<file path="src/rtl/banqi_pkg.sv">
// Shared Banqi definitions: board geometry, square-entry field encodings,
// square-record flag bit positions and the scan FSM state type.
// Board entry layout (PIECE_W bits): {color, piece[2:0], state}.
package banqi_pkg;

  localparam int unsigned NUM_SQUARES = 32;
  localparam int unsigned ADDR_W      = 5;
  localparam int unsigned PIECE_W     = 5;
  localparam int unsigned FLAGS_W     = 2;

  localparam logic [2:0] PIECE_EMPTY    = 3'd0;
  localparam logic [2:0] PIECE_SOLDIER  = 3'd1;
  localparam logic [2:0] PIECE_CANNON   = 3'd2;
  localparam logic [2:0] PIECE_HORSE    = 3'd3;
  localparam logic [2:0] PIECE_CHARIOT  = 3'd4;
  localparam logic [2:0] PIECE_ELEPHANT = 3'd5;
  localparam logic [2:0] PIECE_ADVISOR  = 3'd6;
  localparam logic [2:0] PIECE_GENERAL  = 3'd7;

  localparam logic COLOR_BLACK = 1'b0;
  localparam logic COLOR_RED   = 1'b1;

  localparam logic STATE_COVERED   = 1'b0;
  localparam logic STATE_UNCOVERED = 1'b1;

  // sq_flags = {is_selected, is_cursor}
  localparam int unsigned FLAG_CURSOR_BIT   = 0;
  localparam int unsigned FLAG_SELECTED_BIT = 1;

  typedef enum logic [2:0] {
    StIdle,
    StIssue,
    StWait,
    StCapture,
    StEmit,
    StDone
  } scan_state_e;

endpackage

</file>
<file path="src/rtl/board_scan_reader_if.sv">
// Square-record stream from the board scan reader to the draw engine.
//   sq_valid : record valid (held until accepted)
//   sq_ready : draw engine accepts record
//   sq_addr  : square address
//   sq_piece : board entry {color, piece, state}
//   sq_flags : {is_selected, is_cursor}
// master = record source (scan reader), slave = draw engine.
interface board_scan_reader_if
  import banqi_pkg::*;
#(
  parameter int unsigned AddrW  = ADDR_W,
  parameter int unsigned PieceW = PIECE_W
);
  logic               sq_valid;
  logic               sq_ready;
  logic [AddrW-1:0]   sq_addr;
  logic [PieceW-1:0]  sq_piece;
  logic [FLAGS_W-1:0] sq_flags;

  modport master (
    output sq_valid,
    output sq_addr,
    output sq_piece,
    output sq_flags,
    input  sq_ready
  );

  modport slave (
    input  sq_valid,
    input  sq_addr,
    input  sq_piece,
    input  sq_flags,
    output sq_ready
  );
endinterface

</file>
<file path="src/rtl/board_shadow_ram.sv">
// Per-square shadow of the last record accepted by the draw engine.
// Only built when BANQI_DIRTY_SCAN_EN is defined.
//   CLK, RESET_N : clock, async active-low reset (clears valid bits only)
//   rd_idx       : square being compared
//   cmp_data     : candidate {piece, flags}
//   hit          : shadow valid for rd_idx and equal to cmp_data
//   wr_en/wr_idx/wr_data : store an accepted record
`ifdef BANQI_DIRTY_SCAN_EN
module board_shadow_ram
  import banqi_pkg::*;
#(
  parameter int unsigned NumSquares = NUM_SQUARES,
  parameter int unsigned AddrW      = ADDR_W,
  parameter int unsigned DataW      = PIECE_W + FLAGS_W
) (
  input  logic             CLK,
  input  logic             RESET_N,
  input  logic [AddrW-1:0] rd_idx,
  input  logic [DataW-1:0] cmp_data,
  output logic             hit,
  input  logic             wr_en,
  input  logic [AddrW-1:0] wr_idx,
  input  logic [DataW-1:0] wr_data
);
  logic [NumSquares-1:0] valid_q;
  logic [DataW-1:0]      data_q [NumSquares];

  always_ff @(posedge CLK or negedge RESET_N) begin
    if (!RESET_N) begin
      valid_q <= '0;
    end else if (wr_en) begin
      valid_q[wr_idx] <= 1'b1;
    end
  end

  // Payload needs no reset: it is only trusted behind its valid bit.
  always_ff @(posedge CLK) begin
    if (wr_en) begin
      data_q[wr_idx] <= wr_data;
    end
  end

  assign hit = valid_q[rd_idx] && (data_q[rd_idx] == cmp_data);
endmodule
`endif

</file>
<file path="src/rtl/board_scan_reader.sv">
// Board scan reader: once per frame walks squares 0..NumSquares-1 of the board store,
// tags each entry with cursor/selection flags and streams records to the draw engine.
//   CLK, RESET_N   : clock, async active-low reset
//   frame_start    : pass request pulse; requests during a pass merge into one pending bit
//   rd_addr/rd_data: board store read port, data one cycle after address
//   cursor_addr, selected_addr, select_en : flag sources, sampled in CAPTURE
//   sq             : record stream (master modport)
//   scan_busy      : high in every state except IDLE
//   scan_done      : one-cycle pulse after the last record of a pass
// Optional feature macro BANQI_DIRTY_SCAN_EN: skip squares whose {piece, flags} match the
// last accepted record for that square.
module board_scan_reader
  import banqi_pkg::*;
#(
  parameter int unsigned NumSquares = NUM_SQUARES,
  parameter int unsigned AddrW      = ADDR_W,
  parameter int unsigned PieceW     = PIECE_W
) (
  input  logic                CLK,
  input  logic                RESET_N,
  input  logic                frame_start,
  output logic [AddrW-1:0]    rd_addr,
  input  logic [PieceW-1:0]   rd_data,
  input  logic [AddrW-1:0]    cursor_addr,
  input  logic [AddrW-1:0]    selected_addr,
  input  logic                select_en,
  board_scan_reader_if.master sq,
  output logic                scan_busy,
  output logic                scan_done
);
  scan_state_e        state_q, state_d;
  logic [AddrW-1:0]   idx_q, idx_d;
  logic               pending_q, pending_d;
  logic [AddrW-1:0]   addr_q, addr_d;
  logic [PieceW-1:0]  piece_q, piece_d;
  logic [FLAGS_W-1:0] flags_q, flags_d;
  logic [FLAGS_W-1:0] cap_flags;
  logic               last_sq;
  logic               accept;

  assign last_sq = (idx_q == AddrW'(NumSquares - 1));
  assign accept  = (state_q == StEmit) && sq.sq_ready;

  always_comb begin
    cap_flags                    = '0;
    cap_flags[FLAG_CURSOR_BIT]   = (idx_q == cursor_addr);
    cap_flags[FLAG_SELECTED_BIT] = select_en && (idx_q == selected_addr);
  end

`ifdef BANQI_DIRTY_SCAN_EN
  logic shadow_hit;

  board_shadow_ram #(
    .NumSquares (NumSquares),
    .AddrW      (AddrW),
    .DataW      (PieceW + FLAGS_W)
  ) u_shadow (
    .CLK      (CLK),
    .RESET_N  (RESET_N),
    .rd_idx   (idx_q),
    .cmp_data ({rd_data, cap_flags}),
    .hit      (shadow_hit),
    .wr_en    (accept),
    .wr_idx   (addr_q),
    .wr_data  ({piece_q, flags_q})
  );
`endif

  always_comb begin
    state_d   = state_q;
    idx_d     = idx_q;
    addr_d    = addr_q;
    piece_d   = piece_q;
    flags_d   = flags_q;
    // Any request outside IDLE (including the DONE cycle) is remembered.
    pending_d = pending_q | (frame_start & (state_q != StIdle));
    unique case (state_q)
      StIdle: begin
        if (frame_start || pending_q) begin
          state_d   = StIssue;
          idx_d     = '0;
          pending_d = 1'b0;
        end
      end
      StIssue: state_d = StWait;
      StWait:  state_d = StCapture;
      StCapture: begin
        addr_d  = idx_q;
        piece_d = rd_data;
        flags_d = cap_flags;
`ifdef BANQI_DIRTY_SCAN_EN
        if (shadow_hit) begin
          state_d = last_sq ? StDone : StIssue;
          idx_d   = last_sq ? idx_q : idx_q + AddrW'(1);
        end else begin
          state_d = StEmit;
        end
`else
        state_d = StEmit;
`endif
      end
      StEmit: begin
        if (sq.sq_ready) begin
          state_d = last_sq ? StDone : StIssue;
          idx_d   = last_sq ? idx_q : idx_q + AddrW'(1);
        end
      end
      StDone: begin
        state_d = StIdle;
        idx_d   = '0;
      end
      default: state_d = StIdle;
    endcase
  end

  always_ff @(posedge CLK or negedge RESET_N) begin
    if (!RESET_N) begin
      state_q   <= StIdle;
      idx_q     <= '0;
      pending_q <= 1'b0;
      addr_q    <= '0;
      piece_q   <= '0;
      flags_q   <= '0;
    end else begin
      state_q   <= state_d;
      idx_q     <= idx_d;
      pending_q <= pending_d;
      addr_q    <= addr_d;
      piece_q   <= piece_d;
      flags_q   <= flags_d;
    end
  end

  // idx is held from ISSUE through CAPTURE so the store's 1-cycle data lines up.
  assign rd_addr     = idx_q;
  assign sq.sq_valid = (state_q == StEmit);
  assign sq.sq_addr  = addr_q;
  assign sq.sq_piece = piece_q;
  assign sq.sq_flags = flags_q;
  assign scan_busy   = (state_q != StIdle);
  assign scan_done   = (state_q == StDone);
endmodule
</file>
<file path="src/flat_wrapper.sv">
// flat-port wrapper written by rule: the top's interface ports become plain ports
module board_scan_reader_flat import banqi_pkg::*;
#(
  parameter int unsigned NumSquares = NUM_SQUARES,
  parameter int unsigned AddrW      = ADDR_W,
  parameter int unsigned PieceW     = PIECE_W
)
  (CLK, RESET_N, frame_start, rd_addr, rd_data, cursor_addr, selected_addr, select_en, scan_busy, scan_done, sq_sq_valid, sq_sq_addr, sq_sq_piece, sq_sq_flags, sq_sq_ready);
  board_scan_reader_if #(.AddrW(AddrW), .PieceW(PieceW)) sq_i ();
  input  logic CLK;
  input  logic RESET_N;
  input  logic frame_start;
  output logic [AddrW-1:0] rd_addr;
  input  logic [PieceW-1:0] rd_data;
  input  logic [AddrW-1:0] cursor_addr;
  input  logic [AddrW-1:0] selected_addr;
  input  logic select_en;
  output logic scan_busy;
  output logic scan_done;
  output wire logic [$bits(sq_i.sq_valid)-1:0] sq_sq_valid;
  output wire logic [$bits(sq_i.sq_addr)-1:0] sq_sq_addr;
  output wire logic [$bits(sq_i.sq_piece)-1:0] sq_sq_piece;
  output wire logic [$bits(sq_i.sq_flags)-1:0] sq_sq_flags;
  input wire logic [$bits(sq_i.sq_ready)-1:0] sq_sq_ready;
  assign sq_sq_valid = sq_i.sq_valid;
  assign sq_sq_addr = sq_i.sq_addr;
  assign sq_sq_piece = sq_i.sq_piece;
  assign sq_sq_flags = sq_i.sq_flags;
  assign sq_i.sq_ready = sq_sq_ready;
  board_scan_reader #(.NumSquares(NumSquares), .AddrW(AddrW), .PieceW(PieceW)) u_core (.CLK(CLK), .RESET_N(RESET_N), .frame_start(frame_start), .rd_addr(rd_addr), .rd_data(rd_data), .cursor_addr(cursor_addr), .selected_addr(selected_addr), .select_en(select_en), .sq(sq_i), .scan_busy(scan_busy), .scan_done(scan_done));
endmodule
</file>
<file path="config.mk">
export PLATFORM = sky130hd
export DESIGN_NAME = board_scan_reader_flat
export DESIGN_NICKNAME = d
export VERILOG_FILES = /design/src/rtl/banqi_pkg.sv /design/src/rtl/board_scan_reader_if.sv /design/src/rtl/board_shadow_ram.sv /design/src/rtl/board_scan_reader.sv /design/src/flat_wrapper.sv
export SDC_FILE = /design/constraint.sdc
export NUM_CORES = 1
export LEC_CHECK = 0
export BUFFER_PORTS_ARGS = -buffer_cell sky130_fd_sc_hd__buf_2
export CORE_MARGIN = 2
export CORE_UTILIZATION = 30
export DETAILED_ROUTE_END_ITERATION = 10
export GPL_ROUTABILITY_DRIVEN = 0
export PLACE_DENSITY = 0.52
export SLEW_MARGIN = 0
export SYNTH_ARGS = -nofsm -noshare
export SYNTH_HDL_FRONTEND = slang
export SYNTH_SLANG_ARGS = --single-unit
</file>
<file path="constraint.sdc">
create_clock -name CLK -period 3.6 [get_ports CLK]
set_input_delay 0.36 -clock CLK [delete_from_list [all_inputs] [get_ports CLK]]
set_output_delay 0.36 -clock CLK [all_outputs]
set_load 0.02 [all_outputs]
</file>
==> results.md, run 1 <==
* Final setup vio count at 0
* TritonCTS clock tree: done
* Via Count at 830
* Port Buffer Count at 39
* Worst-margin pin slew at 0.819 ns
* Number of global-route vias before repair at 759
* Crit-path max cell delay at 0.46 ns
* Number of routed nets with antenna violations at 0
* Peak VDD IR at 0.297 mV
* Die Width at 62.6 microns
* Post-synth EDFFs at 0
* H-tree depth at 1
* Yosys cell types at 33
* Max_cap viols at 0
* Outcome: finished, violations left
* Register area share after synthesis at 0.510
* Starting Density at 0.311
* Slew Viols, Final at 0
* Detailed Routing Iterations Pass 1 at 4
* Synth warnings at 0
* Critical path depth at 7
* FF-to-FF Start: u_core.rd_addr[0]
* Power Density at 607 mW/mm^2
* Die area at 0.00392 sq mm
* Num CTS Buffers at 3
* Gate count of the mapped netlist at 94
* Total power draw at 0.790 mW
* Worst setup path category: reg -> reg
* Crit path DAT at 2.21 ns
* Slowest cell on crit path: dfrtp_1
* Nets at 158
* Syn_nets at 116
* Initial antenna violation count at 0
* Top-area cell type share of the netlist area at 0.510
* End of the critical path: u_core.rd_addr[4]
* Cell Area, Synth at 0.00103 sq mm
* Clock skew at 0.00420 ns
* Worst setup SP type: register
* Total grt overflow at 0
* Final WS setup at 1.63 ns
* Cell with the most instances after synthesis: dfrtp_1
* Minimum clock period at 1.97 ns
* Cell taking the most area after synthesis: dfrtp_1
* Failing checks: hold timing
* Synth top cells by count: 21 x dfrtp_1, 10 x nand2_1, 6 x xor2_1
* ANT cells at 0
* Core Area at 0.00331 sq mm
* Crit path max-delay family: flip-flops
* Area grow syn2layout at 26.2%
* Reg-to-Reg End: u_core.rd_addr[4]
* Fin crit share at 0.548
* CP dominant cell by count: ha_1
* Top cells by area, synth: dfrtp_1 51%, mux2_1 5.5%, xor2_1 5.1%
* Clk root buf: clkbuf_4
* FP Rows at 21
* Initial DRC Count at 20
* Routed wire length at 2160 microns
* Postcts setup bufs at 0
* Clock-pin slew on the worst setup and hold paths at 0.12 ns
* Finished Core Util at 0.393
* Fillcell total at 343
* Cell chain of the critical path: ha_1 > and3_1 > ha_1 > nor2b_1 > o21ai_0 > o21ai_4 > mux2i_1
* Worst R2R Path Depth at 7
* Critical Path RT at 3.84 ns
* Chip height at 62.6 microns
* CTS sink count at 21
* Post-synth top flop: dfrtp_1
* Hold_buf cts at 0
* Setup TNS at 0 ns
* Final Hold Fails at 21
* HPWL Detailed at 1610 microns
* Unrepaired setup endpoints after global routing: false
* Clk_lat worst skew at 0.31 ns
* DRC viols at 0
* Pre-CTS setup slack at 1.67 ns
* Crit path capture type: register
* Clock Path Buffers at 2
* Syn_area_per_cell at 11.0 sq um
* Ys async rst share at 1.00
* PostCTS Resize Cnt at 0
* Max Clk Rate at 507 MHz
* HP Class: in -> async
* First-pass GRT wire length at 3690 microns
* CP max FO at 6
* Hold_ws at -0.00664 ns
* CP bufs+invs at 0
* R2R Setup Slk at 1.63 ns
* Tot GR Track Use at 0.120
* Post-DR vias/cell at 4.59
* Slew HR at 0.452
* WL/cell at 11.9 microns
* FF+latch count, synth at 21
* Io pins at 40
* Largest net degree at the start of global routing at 22
* Pleak at 0.647 nW
* Critical path launch point: u_core.rd_addr[0]
* Fraction of layout cells with a size suffix above 1 at 0.370
-- cell type report --
type,count,area [sq um],share of cell area
Tap cell,46,57.6,0.0443
Timing Repair Buffer,39,195,0.150
Sequential cell,21,526,0.404
Inverter,6,23.8,0.0183
Clock buffer,4,26.3,0.0202
Multi-Input combinational cell,65,472,0.363
-- metrics by stage --
step                instances  instance area [sq um]
finish                    181                   1300
global route              181                   1300
CTS                       181                   1300
detailed placement        177                   1270
global placement          177                   1270
floorplan                  94                   1030
-- how the worst min path moves through the flow --
stage	to	slack, ns	from	cells after the start
3_5_place_dp	u_core.sq.sq_piece[0]	0.36	RESET_N	1
3_3_place_gp	u_core.sq.sq_piece[4]	0.35	RESET_N	1
5_1_grt	u_core.sq.sq_piece[4]	0.01	RESET_N	1
2_1_floorplan	u_core.pending_q	0.06	RESET_N	0
6_report	u_core.sq.sq_piece[3]	-0.007	RESET_N	1
4_1_cts	u_core.sq.sq_piece[4]	0.006	RESET_N	1
-- cell usage in the layout (no fill, tap or decap) --
master	count
buf_2	39
dfrtp_1	21
nand2_1	10
xor2_1	6
inv_1	5
o21ai_0	5
xnor2_1	5
nand3_1	5
mux2_1	5
o21ai_1	4
nor2_1	3
clkbuf_4	3
mux2i_1	2
ha_1	2
and3_1	1
nor2b_2	1
nand2b_2	1
clkinv_2	1
or3_4	1
and2_2	1
o21a_1	1
nor2b_1	1
o21ai_4	1
nand3b_1	1
o41ai_2	1
o31a_1	1
o21ai_2	1
nand4_1	1
or3_1	1
o211ai_1	1
nor4_1	1
nand2b_1	1
a221oi_1	1
clkbuf_1	1
-- power by group --
group          switching, mW  internal, mW
combinational          0.192         0.134
clock                 0.0750        0.0433
sequential            0.0467         0.298
-- logic make-up (layout without fill, tap and decap cells) --
family,count (synthesis),count (layout),synth area share
AND/OR/NAND/NOR,29,29,0.151
adder cells (fa/ha/maj),2,2,0.0243
XOR/XNOR,11,11,0.0936
AO/OA/AOI/OAI,16,16,0.115
buffers and inverters,8,49,0.0316
flip-flops,21,21,0.510
multiplexers,7,7,0.0741
-- routing by layer --
layer | track usage | part of all wire | vias to the layer above
met2 | 0.181 | 0.46 | 30
met4 | 0.0333 | 0.012 | 0
met1 | 0.161 | 0.46 | 385
met3 | 0.0468 | 0.067 | 5
li1 | - | - | 410
met5 | 0 | 0 | -
-- sequential cells by signal, summed over array words and instances, names as in the netlist --
name and cells:
u_core.sq.sq_flags 2, u_core.state_q 3, u_core.rd_addr 5, u_core.pending_q 1, u_core.sq.sq_addr 5, u_core.sq.sq_piece 5
Power figures use the tool's default switching activity.
==> run 2, diff against run 1 <==
--- a/config.mk
+++ b/config.mk
@@ -5,12 +5,13 @@
 export SDC_FILE = /design/constraint.sdc
 export NUM_CORES = 1
 export LEC_CHECK = 0
+export ABC_AREA = 1
 export BUFFER_PORTS_ARGS = -buffer_cell sky130_fd_sc_hd__buf_2
 export CORE_MARGIN = 2
 export CORE_UTILIZATION = 30
 export DETAILED_ROUTE_END_ITERATION = 10
 export GPL_ROUTABILITY_DRIVEN = 0
-export PLACE_DENSITY = 0.52
+export PLACE_DENSITY = 0.5
 export SLEW_MARGIN = 0
 export SYNTH_ARGS = -nofsm -noshare
 export SYNTH_HDL_FRONTEND = slang
==> constraint.sdc (replaced) <==
create_clock -name CLK -period 2 [get_ports CLK]
set_input_delay 0.2 -clock CLK [delete_from_list [all_inputs] [get_ports CLK]]
set_output_delay 0.2 -clock CLK [all_outputs]
set_load 0.02 [all_outputs]
==> run 2 against run 1 <==
Effect of this change:
- the flow now finishes without violations
- first-iteration DRC count is 130% higher
- clock power increased by 140%
- via count is 30% higher
- synthesized cell count increased by 66%
- utilization down 0.16 points
- non-clock buffer count up 1
- count of clock-buffer cells in the layout down 1
- largest power group is now combinational logic
==> results.md, run 2 <==
* H-tree depth at 1 (unchanged)
* Fin crit share at 0.823 (+0.275)
* CP max FO at 9 (+3)
* Synth warnings at 0 (unchanged)
* Cell chain of the critical path: ha_1 > nand2_1 > nor2_1 > ha_1 > nand3_1 > nand2_2 > nor2_4 > nand2_1 > nand2_1
* Chip height at 66.1 microns (+5.6%)
* Pleak at 0.829 nW (+28%)
* FP Rows at 22 (+4.8%)
* WL/cell at 10.7 microns (-11%)
* Fraction of layout cells with a size suffix above 1 at 0.269 (-0.101)
* Crit path max-delay family: simple AND/OR/NAND/NOR gates
* Crit-path max cell delay at 0.48 ns (+0.02 ns)
* DRC viols at 0 (unchanged)
* Tot GR Track Use at 0.129 (+0.00887)
* Worst-margin pin slew at 0.484 ns (-0.334 ns)
* Placed Cells at 240 (+36%)
* Slowest cell on crit path: dfrtp_1
* Initial DRC Count at 45 (+130%)
* Fin cells at 245 (+35%)
* Critical Path RT at 2.20 ns (-1.64 ns)
* Hold Path Stages at 3
* Clock skew at 0.00450 ns (+0.000301 ns)
* Final WS setup at 0.355 ns (-1.27 ns)
* Outcome: completed
* Top cells by area, synth: dfrtp_1 45%, nand2_1 19%, nor2_1 6.8%
* CP dominant cell by count: nand2_1
* Clock-pin slew on the worst setup and hold paths at 0.08 ns (-0.04 ns)
* Largest net degree at the start of global routing at 22 (unchanged)
* Syn_area_per_cell at 7.41 sq um (-32%)
* Hold_ws at 0.138 ns (+0.144 ns)
* First-pass GRT wire length at 4480 microns (+21%)
* Starting Density at 0.313 (+0.00240)
* Core Area at 0.00369 sq mm (+11%)
* HPWL Detailed at 1970 microns (+23%)
* Clk_lat worst skew at 0.26 ns (-0.05 ns)
* Port Buffer Count at 39 (unchanged)
* Clock Path Buffers at 2 (unchanged)
* Unrepaired setup endpoints after global routing: false
* Reg-to-Reg End: u_core.rd_addr[2]
* Worst setup SP type: register
* Nets at 220 (+39%)
* TritonCTS clock tree: done
* Io pins at 40 (unchanged)
* Number of routed nets with antenna violations at 0 (unchanged)
* Die Width at 66.1 microns (+5.6%)
* Post-synth top flop: dfrtp_1
* Initial antenna violation count at 0 (unchanged)
* ANT cells at 0 (unchanged)
* Max_cap viols at 0 (unchanged)
* Peak VDD IR at 0.409 mV (+38%)
* HP Class: in -> reg
* Synth top cells by count: 57 x nand2_1, 21 x dfrtp_1, 21 x nor2_1
* Num CTS Buffers at 3 (unchanged)
* Postcts setup bufs at 0 (unchanged)
* Total power draw at 1.62 mW (+100%)
* Die area at 0.00437 sq mm (+11%)
* Cell taking the most area after synthesis: dfrtp_1
* Max Clk Rate at 608 MHz (+20%)
* Worst setup path category: reg -> reg
* Final setup vio count at 0 (unchanged)
* Gate count of the mapped netlist at 156 (+66%)
* CTS sink count at 21 (unchanged)
* Register area share after synthesis at 0.455 (-0.0558)
* Top-area cell type share of the netlist area at 0.455 (-0.0558)
* Detailed Routing Iterations Pass 1 at 4 (unchanged)
* Finished Core Util at 0.391 (-0.00156)
* Post-DR vias/cell at 4.41 (-3.9%)
* Pre-CTS setup slack at 0.383 ns (-1.28 ns)
* FF+latch count, synth at 21 (unchanged)
* Via Count at 1,080 (+30%)
* Most common cell after layout, fill and taps aside: nand2_1
* Minimum clock period at 1.65 ns (-0.326 ns)
* Routed wire length at 2610 microns (+21%)
* FF-to-FF Start: u_core.rd_addr[0]
* Crit path DAT at 1.84 ns (-0.37 ns)
* Slew Viols, Final at 0 (unchanged)
* Area grow syn2layout at 24.8%
* Power Density at 1120 mW/mm^2 (+85%)
* Fillcell total at 411 (+20%)
* Final Hold Fails at 0 (-100%)
* Cell with the most instances after synthesis: nand2_1
* Placed inst area at 0.00138 sq mm (+8.6%)
* PostCTS Resize Cnt at 0 (unchanged)
* Critical path launch point: u_core.rd_addr[0]
* Hold_buf cts at 1 (+1)
* Hold path start: rd_data[4]
* Clk root buf: clkbuf_8
* Critical path depth at 9 (+2)
* Hold Path End: u_core.sq.sq_piece[4]
* Worst R2R Path Depth at 9 (+2)
* Post-synth EDFFs at 0 (unchanged)
* Most frequent cells in the layout: 57 x nand2_1, 39 x buf_2, 21 x nor2_1, 21 x dfrtp_1, 19 x inv_1
* Syn_nets at 178 (+53%)
* Crit path capture type: register
* Finished layout cell area at 0.00144 sq mm (+11%)
* Number of global-route vias before repair at 1,020 (+34%)
* Slew HR at 0.677 (+0.225)
* Yosys cell types at 19 (-42%)
* Setup TNS at 0 ns (unchanged)
* CP bufs+invs at 0 (unchanged)
* Total grt overflow at 0 (unchanged)
* Ys async rst share at 1.00 (unchanged)
* Cell Area, Synth at 0.00116 sq mm (+12%)
* R2R Setup Slk at 0.35 ns (-1.27 ns)
-- run 2: changes by cell type in the layout (fill, tap and decap cells not counted), moves of 4 or more --
| cell | change |
|---|---|
| inv_1 | +14 |
| xor2_1 | -5 |
| mux2_1 | -5 |
| nor2_1 | +18 |
| o21ai_1 | -4 |
| nand2_1 | +47 |
| o21ai_0 | +7 |
| xnor2_1 | -5 |
-- run 2: cells by family (layout without fill, tap and decap cells) --
kind of cell / after synthesis / in the layout / synth area share
simple gates: 93 / 93 / 0.344
buf+inv: 23 / 64 / 0.0909
flops: 21 / 21 / 0.455
compound gates: 16 / 16 / 0.0812
fa+ha+maj: 2 / 2 / 0.0216
xor+xnor: 1 / 1 / 0.00758
-- run 2: worst max-delay path by stage --
stage | to | slack (ns)
after detailed placement | u_core.rd_addr[2] | 0.38
final | u_core.rd_addr[2] | 0.35
after CTS | u_core.rd_addr[2] | 0.37
after global routing | u_core.rd_addr[2] | 0.21
after floorplan | u_core.rd_addr[0] | 0.44
after global placement | u_core.rd_addr[4] | 0.45
-- run 2: cell type report --
| type | instances | area (sq um) | share of cell area |
|---|---|---|---|
| clock buffer | 3 | 41.3 | 0.0286 |
| inverter | 20 | 77.6 | 0.0538 |
| sequential | 21 | 526 | 0.364 |
| clock inverter | 1 | 7.51 | 0.00520 |
| multi-input combinational | 112 | 526 | 0.364 |
| timing repair buffer | 40 | 205 | 0.142 |
| tap | 48 | 60.1 | 0.0416 |
-- run 2: worst min-delay path: stages --
cell     delay [ns]
buf_2          0.07
nand2_1        0.04
nand2_1        0.05
-- run 2: report_power, final --
group | internal, mW | leakage, nW | switching, mW
sequential | 0.538 | 0.277 | 0.0986
combinational | 0.221 | 0.530 | 0.479
clock | 0.140 | 0.0217 | 0.141
total | 0.899 | 0.829 | 0.719
-- run 2: per-layer routing --
layer,up-vias,wire [microns],track usage
met5,-,0,0
met4,0,0,0.0230
met3,0,149,0.0256
met2,28,1230,0.218
met1,492,1240,0.173
li1,560,-,-
==> run 3, diff against run 2 <==
--- a/config.mk
+++ b/config.mk
@@ -5,13 +5,13 @@
 export SDC_FILE = /design/constraint.sdc
 export NUM_CORES = 1
 export LEC_CHECK = 0
-export ABC_AREA = 1
+export ABC_AREA = 0
 export BUFFER_PORTS_ARGS = -buffer_cell sky130_fd_sc_hd__buf_2
 export CORE_MARGIN = 2
 export CORE_UTILIZATION = 30
 export DETAILED_ROUTE_END_ITERATION = 10
 export GPL_ROUTABILITY_DRIVEN = 0
-export PLACE_DENSITY = 0.5
+export PLACE_DENSITY = 0.54
 export SLEW_MARGIN = 0
 export SYNTH_ARGS = -nofsm -noshare
 export SYNTH_HDL_FRONTEND = slang
==> constraint.sdc (replaced) <==
create_clock -name CLK -period 1.5 [get_ports CLK]
set_input_delay 0.15 -clock CLK [delete_from_list [all_inputs] [get_ports CLK]]
set_output_delay 0.15 -clock CLK [all_outputs]
set_load 0.02 [all_outputs]
==> run 3 against run 2 <==
Effect of this change:
- routed wire length is 9.2% lower
- clock skew shrank 0.0012 ns
- worst setup slack lost 0.42 ns
- the run now ends with setup timing left
- count of clock-buffer cells in the layout increased by 1
- sequential share of layout area is 0.82 points lower
- clock power fell by 6%
- largest power group unchanged
- via count decreased by 18%
- critical path depth down 1
==> results.md, run 3 (synthesized netlist as in run 1, its figures left out) <==
* Most frequent cells in the layout: 37 x buf_2, 18 x dfrtp_1, 16 x buf_4
* Crit path DAT at 1.76 ns (-0.08 ns)
* WL/cell at 12.1 microns (+13%)
* Starting Density at 0.311 (-0.00240)
* Routed wire length at 2370 microns (-9.2%)
* Core Area at 0.00331 sq mm (-10%)
* Worst-margin pin slew at 0.486 ns (+0.00192 ns)
* Port Buffer Count at 39 (unchanged)
* Peak VDD IR at 0.434 mV (+6.2%)
* Minimum clock period at 1.57 ns (-0.0788 ns)
* Die area at 0.00392 sq mm (-10%)
* Initial antenna violation count at 0 (unchanged)
* Fin crit share at 1.04 (+0.222)
* Most common cell after layout, fill and taps aside: buf_2
* Detailed Routing Iterations Pass 1 at 4 (unchanged)
* Clock skew at 0.00331 ns (-0.00119 ns)
* Via Count at 890 (-18%)
* Max Clk Rate at 638 MHz (+5.0%)
* Chip height at 62.6 microns (-5.3%)
* Worst setup path category: reg -> reg
* Nets at 174 (-21%)
* Initial DRC Count at 61 (+36%)
* Clock Path Buffers at 2 (unchanged)
* Outcome: finished, violations left
* CP max FO at 4 (-5)
* Crit-path max cell delay at 0.44 ns (-0.04 ns)
* Pre-CTS setup slack at -0.0508 ns (-0.434 ns)
* Number of routed nets with antenna violations at 0 (unchanged)
* Clock-pin slew on the worst setup and hold paths at 0.11 ns (+0.03 ns)
* Clk_lat worst skew at 0.29 ns (+0.03 ns)
* Fraction of layout cells with a size suffix above 1 at 0.490 (+0.221)
* First-pass GRT wire length at 4000 microns (-11%)
* Total grt overflow at 0 (unchanged)
* DRC viols at 0 (unchanged)
* Critical Path RT at 1.69 ns (-0.51 ns)
* Number of global-route vias before repair at 891 (-13%)
* Num CTS Buffers at 3 (unchanged)
* TritonCTS clock tree: done
* Setup TNS at -0.175 ns (-0.175 ns)
* Pleak at 0.728 nW (-12%)
* Crit path capture type: register
* Final setup vio count at 4 (+4)
* Placed Cells at 186 (-23%)
* Hold_ws at 0.0560 ns (-0.0818 ns)
* ANT cells at 0 (unchanged)
* Io pins at 40 (unchanged)
* Largest net degree at the start of global routing at 22 (unchanged)
* Post-DR vias/cell at 4.52 (+2.5%)
* HP Class: in -> reg
* Finished Core Util at 0.449 (+0.0579)
* Slew HR at 0.676 (-0.00128)
* Power Density at 1410 mW/mm^2 (+26%)
* Cell chain of the critical path: ha_4 > and3_4 > ha_4 > nor2b_4 > o21ai_2 > o21ai_4 > buf_4 > o21ai_2
* Final WS setup at -0.0664 ns (-0.421 ns)
* Worst setup SP type: register
* Failing checks: setup timing
* Final Hold Fails at 0 (unchanged)
* Fin cells at 197 (-20%)
* Die Width at 62.6 microns (-5.3%)
* Unrepaired setup endpoints after global routing: true
* FP Rows at 21 (-4.5%)
* Tot GR Track Use at 0.129 (about the same)
* H-tree depth at 1 (unchanged)
* Area grow syn2layout at 44.4%
* Slew Viols, Final at 0 (unchanged)
* CTS sink count at 21 (unchanged)
* Clk root buf: clkbuf_4
* HPWL Detailed at 1830 microns (-7.5%)
* Slowest cell on crit path: dfrtp_2
* Max_cap viols at 0 (unchanged)
## run 3: path summary, 6_finish.rpt
check,depth (start not counted),slack [ns],endpoint,from
max in group asynchronous,2,0.80,u_core.rd_addr[0],RESET_N
max,8,-0.07,u_core.rd_addr[0],u_core.rd_addr[0]
min in group asynchronous,2,0.34,u_core.sq.sq_piece[0],RESET_N
max reg2reg,8,-0.07,u_core.rd_addr[0],u_core.rd_addr[0]
min,2,0.06,u_core.sq.sq_piece[0],rd_data[0]
min reg2reg,2,0.49,u_core.sq.sq_flags[0],u_core.sq.sq_flags[0]
## run 3: repair_timing
item,4_1_cts,5_1_grt
resized for setup,1,6
buffers inserted,2,4
hold buffers,1,0
pin swaps,3,3
endpoints found under the hold margin,21,0
setup endpoints to repair,7,7
## run 3: cell type report
cell class / count / area, sq um
timing repair buffer: 55 / 327
tap: 46 / 57.6
multi-input combinational: 65 / 522
clock buffer: 4 / 26.3
fill: 330 / 1820
sequential: 21 / 529
inverter: 6 / 25.0
## run 3: metal layers
metal | vias to the layer above | part of all wire | track usage | wire length, microns
li1 | 438 | - | - | -
met1 | 430 | 0.44 | 0.146 | 1030
met2 | 20 | 0.51 | 0.233 | 1220
met3 | 2 | 0.040 | 0.0270 | 95
met4 | 0 | 0.011 | 0.0583 | 27
met5 | - | 0 | 0 | 0
## run 3: power by group
group	total, mW	switching (mW)	internal (mW)
clock network	0.265	0.162	0.103
logic	1.02	0.538	0.478
registers	0.820	0.0987	0.721
## run 3: through the flow
| step | cell area, sq um | power [mW] |
|---|---|---|
| 6_report | 1490 | 2.10 |
| 5_1_grt | 1490 | 2.26 |
| 4_1_cts | 1440 | 2.03 |
| 3_5_place_dp | 1390 | 1.73 |
| 3_3_place_gp | 1390 | 1.69 |
| 2_1_floorplan | 1070 | 1.42 |
## run 3: worst max-delay path, delay by kind of cell, from the launching register on
family / cells / cell delay [ns]
and+or+nand+nor: 2 / 0.32
buffers and inverters: 1 / 0.16
DFF: 1 / 0.44
adders and majority gates: 2 / 0.31
AOI/OAI and AO/OA: 3 / 0.22
